<file path="config.mk">
export PLATFORM = sky130hd
export DESIGN_NAME = add_acc_seq
export DESIGN_NICKNAME = d
export VERILOG_FILES = /design/src/rtl/add_acc_seq.sv
export SDC_FILE = /design/constraint.sdc
export NUM_CORES = 1
export LEC_CHECK = 0
export ABC_CLOCK_PERIOD_IN_PS = 4250
export CORE_UTILIZATION = 50
export CTS_CLUSTER_DIAMETER = 200
export DETAILED_ROUTE_END_ITERATION = 10
export PLACE_DENSITY = 0.77
export SLEW_MARGIN = 10
export SYNTH_ARGS = -nofsm -noshare
export SYNTH_HDL_FRONTEND = slang
export SYNTH_SLANG_ARGS = --single-unit
</file>
<file path="constraint.sdc">
create_clock -name clk -period 4.25 [get_ports clk]
set_clock_uncertainty 0.15 [all_clocks]
set_input_delay 1.275 -clock clk [delete_from_list [all_inputs] [get_ports clk]]
set_output_delay 1.275 -clock clk [all_outputs]
set_load 0.01 [all_outputs]
</file>
<file path="src/rtl/add_acc_seq.sv">
// Sums len unsigned 16-bit operands; result valid the cycle after the last accepted beat, held until out_ready.
// One operand per cycle while in ACC; flush aborts. Define ADD_ACC_SAT_EN for a saturating accumulator.
module add_acc_seq #(
  parameter int CNT_W = 8
) (
  input  logic             clk,
  input  logic             rst_n,
  input  logic             start,
  input  logic [CNT_W-1:0] len,
  input  logic             flush,
  input  logic             in_valid,
  input  logic [15:0]      in_data,
  output logic             in_ready,
  output logic             out_valid,
  input  logic             out_ready,
  output logic [15:0]      out_sum,
  output logic             out_ovf,
  output logic             busy
);

  localparam logic [1:0] S_IDLE = 2'd0;
  localparam logic [1:0] S_ACC  = 2'd1;
  localparam logic [1:0] S_DONE = 2'd2;

  localparam logic [CNT_W-1:0] CNT_ONE = CNT_W'(1);

  logic [1:0]       state;
  logic [15:0]      acc;
  logic             ovf;
  logic [CNT_W-1:0] cnt;
  logic [CNT_W-1:0] len_q;

  logic [16:0]      add_res;
  logic             carry;
  logic [15:0]      acc_nxt;
  logic             beat;

  assign add_res = {1'b0, acc} + {1'b0, in_data};
  assign carry   = add_res[16];

`ifdef ADD_ACC_SAT_EN
  // Once a carry has been seen the accumulator is pinned at full scale.
  assign acc_nxt = (ovf | carry) ? 16'hFFFF : add_res[15:0];
`else
  assign acc_nxt = add_res[15:0];
`endif

  // flush blocks the beat in the same cycle, so in_ready drops with it.
  assign in_ready  = (state == S_ACC) && !flush;
  assign out_valid = (state == S_DONE);
  assign busy      = (state != S_IDLE);
  assign out_sum   = out_valid ? acc : 16'h0000;
  assign out_ovf   = out_valid & ovf;
  assign beat      = in_valid & in_ready;

  always_ff @(posedge clk or negedge rst_n) begin
    if (!rst_n) begin
      state <= S_IDLE;
      acc   <= 16'h0000;
      ovf   <= 1'b0;
      cnt   <= '0;
      len_q <= '0;
    end else if (flush) begin
      state <= S_IDLE;
      acc   <= 16'h0000;
      ovf   <= 1'b0;
      cnt   <= '0;
    end else begin
      case (state)
        S_IDLE: begin
          if (start) begin
            acc   <= 16'h0000;
            ovf   <= 1'b0;
            cnt   <= '0;
            len_q <= len;
            state <= (len == '0) ? S_DONE : S_ACC;
          end
        end
        S_ACC: begin
          if (beat) begin
            acc <= acc_nxt;
            ovf <= ovf | carry;
            cnt <= cnt + CNT_ONE;
            if (cnt == len_q - CNT_ONE) begin
              state <= S_DONE;
            end
          end
        end
        S_DONE: begin
          if (out_ready) begin
            state <= S_IDLE;
          end
        end
        default: state <= S_IDLE;
      endcase
    end
  end

endmodule

</file>
==> impl_metrics.py <==
metrics = {
    "run_status": {
        "outcome": "finished, final reports clean",
    },
    "logic_synthesis": {
        "ys.flop_type": "dfrtp_1",
        "synth_compound_area_share_pct": 25.60,
        "synth-async-reset-ratio_pct": 100.0,
        "synth_mux_area_share_pct": 2.480,
        "synth-seq-area-share_pct": 32.76,
        "synth_area_um2": 2674,
        "yosys.cell_types.count": 59,
        "synth_area_leaders": "dfrtp_1 (33%), ha_1 (8.4%), o21ai_0 (5.6%)",
        "synth_xor_area_share_pct": 4.586,
        "avgSynthCellArea_um2": 8.767,
        "synth_top_family_by_area": "compound AO/OA/AOI/OAI gates",
        "yosys_warnings": 0,
        "yosys-top-cells-count": "dfrtp_1 (35), o21ai_0 (30), nand2_1 (29), nor2_1 (20)",
        "synth_cells": 305,
        "synth_edf_count": 0,
        "synth_fa_ha_area_share_pct": 9.172,
        "yosys.area_share.simple_pct": 21.48,
        "yosysTopAreaCellShare_pct": 32.76,
        "yosysTopAreaCell": "dfrtp_1",
        "synth-seq-cells": 35,
        "syn_nets": 354,
        "synthMostInstantiatedCell": "dfrtp_1",
    },
    "layout": {
        "syn_to_final_growth_pct": 26.02,
        "stdcell_count": 427,
        "nFillCells": 449,
        "utilization_pct": 65.55,
        "antenna_cells": 0,
        "design_area_um2": 3369,
        "multiInputGateArea_um2": 1699,
        "drive_gt1_share_pct": 7.843,
        "layout.nets": 405,
        "regArea_um2": 875.8,
    },
    "floorplan": {
        "core_area_um2": 5140,
        "dieArea_um2": 5644,
        "rows": 26,
        "die_h_um": 75.13,
        "fp.dieW_um": 75.13,
        "pin_count": 50,
        "start_util_pct": 52.02,
    },
    "critical_path": {
        "cp-startpoint": "flush",
        "rrSetupSlack_ns": 1.75,
        "reg2reg_from": "acc[0]",
        "worstSetupPathType": "primary input to output pin",
        "endpoint_kind": "output pin",
        "cpMaxStageDelayCell": "clkdlybuf4s50_1",
        "crit_top_cell": "clkdlybuf4s50_1",
        "reg2reg_depth": 7,
        "crit_buf_inv": 3,
        "slowest_delay_ns": 0.52,
        "worstSetupStartpointType": "primary input",
        "required_ns": 2.82,
        "worstPathArrival_ns": 2.67,
        "regToRegEndpoint": "acc[14]",
        "cp_cell_sequence": "clkdlybuf4s50_1 -> or3_4 -> inv_6 -> clkdlybuf4s50_1",
        "crit_fanout": 3,
        "path_delay_family": "buffers and inverters",
    },
    "global_routing": {
        "overflow": 0,
        "grt_start_max_net_pins": 36,
        "grt_pass1_wl_um": 10600,
        "gr-usage-all-layers_pct": 24.72,
        "antenna_found_initial": 0,
        "grt_pass1_vias": 2367,
    },
    "sta": {
        "finalWorstSetupSlack_ns": 0.1538,
        "setup_viol": 0,
        "post-route-min-period_ns": 4.096,
        "hold_viol": 0,
        "rsz0062_at_grt": "no",
        "fin_crit_sh_pct": 96.38,
        "clock.fmax_mhz": 244.1,
        "slew_violations": 0,
        "hold_ws_ns": 0.3563,
        "slew-limit-headroom_pct": 58.56,
        "worst_pin_slew_ns": 0.6216,
        "tns_ns": 0,
    },
    "job": {
        "maxCapViolCount": 0,
    },
    "detailed_routing": {
        "drtIter0Drc": 179,
        "first_pass_iters": 4,
        "via_per_inst": 5.845,
        "drtAntennaViolNets": 0,
        "wl_per_cell_um": 14.77,
        "drt-total-wl_um": 6305,
        "route.detailed.drc": 0,
        "vias": 2496,
    },
    "clock_tree": {
        "clk_pin_slew_ns": 0.08,
        "numClockSinks": 35,
        "cts_tree": "yes",
        "postCtsResizedCells": 0,
        "htree_levels": 2,
        "numCtsBuffers": 5,
        "holdBufCountCts": 0,
        "ctsRootBufferMaster": "clkbuf_8",
        "postCtsSetupBuffers": 0,
        "clock_latency_ns": 0.29,
        "clockBufferDepth": 2,
    },
    "hold_path": {
        "worstHoldPathCells": 1,
        "hold_class": "flop to flop",
        "hold_path_end": "cnt[7]",
        "min_from": "cnt[7]",
    },
    "place": {
        "placed_cell_area_um2": 3237,
        "gp_congestion": 0.9149,
        "place_ws_ns": 0.1570,
        "place_inst": 419,
        "io_buffer_count": 49,
        "dpl.hpwl_um": 4571,
    },
    "power_and_ir_drop": {
        "power_density_nw_per_um2": 432.2,
        "vdd_drop_max_uv": 230.7,
        "leakagePower_nw": 1.475,
        "fin_total_pwr_mw": 1.456,
    },
}
-- how the worst max path moves through the flow --
| stage | end | cells past startpoint |
|---|---|---|
| 6_report | in_ready | 4 |
| 5_1_grt | in_ready | 4 |
| 2_1_floorplan | in_ready | 3 |
| 3_3_place_gp | in_ready | 4 |
| 3_5_place_dp | in_ready | 4 |
| 4_1_cts | in_ready | 4 |
-- routing by layer --
metal,vias to the layer above,routed length [um],share of wire [%],GRT usage (%)
li1,1244,-,-,-
met5,-,0,0,0
met4,0,85,1.3,8.805
met1,1180,2841,45,30.98
met3,8,324,5.1,5.622
met2,64,3054,48,41.84
-- final cells by class --
class | count | area share (%)
inverter | 9 | 1.151
clock inverter | 2 | 1.782
timing repair buffer | 55 | 15.89
clock buffer | 6 | 2.154
sequential | 35 | 25.99
multi-input combinational | 250 | 50.43
tap | 70 | 2.599
-- worst reg2reg max path, cell delays in order, from the launching register on --
cell	delay [ns]
dfrtp_1	0.40
ha_1	0.21
fa_1	0.41
a21oi_1	0.24
o211a_1	0.26
nor4_1	0.09
or3_1	0.37
a32o_1	0.25
-- power breakdown --
part | internal, mW | switching, mW
sequential | 0.405 | 0.0815
clock | 0.235 | 0.124
combinational | 0.289 | 0.322
-- layout by cell type (no fill, tap or decap), types with 3 or more instances in the layout --
master           instances
a31oi_1                  5
and3_1                   4
o21ai_0                 30
clkdlybuf4s50_1         49
nand3_1                  6
nor2_1                  20
a22o_1                   3
a211o_1                  3
nand2_1                 29
nor3_1                   3
o31a_1                   3
or2_2                    3
mux2_2                   5
a21o_1                   8
clkbuf_8                 5
a211oi_1                 4
inv_1                    7
xor2_1                   7
or3_1                    4
dfrtp_1                 35
nor4_1                   6
ha_1                    18
a21oi_1                 18
nand4_1                  6
and2_1                  18
xnor2_1                  7
a32o_1                   5
o31ai_1                  3
buf_4                    6
-- sequential cells by signal, summed over array words and instances (netlist names) --
name   flops
acc       16
len_q      8
ovf        1
state      2
cnt        8
-- cell families (layout without fill, tap and decap cells) --
| kind of cell | after synthesis | in the layout |
|---|---|---|
| simple gates | 110 | 110 |
| compound gates | 101 | 101 |
| flops | 35 | 35 |
| buf+inv | 20 | 72 |
| fa+ha+maj | 19 | 19 |
| xor+xnor | 14 | 14 |
| mux | 6 | 6 |
(Power assumes the default switching activity.)
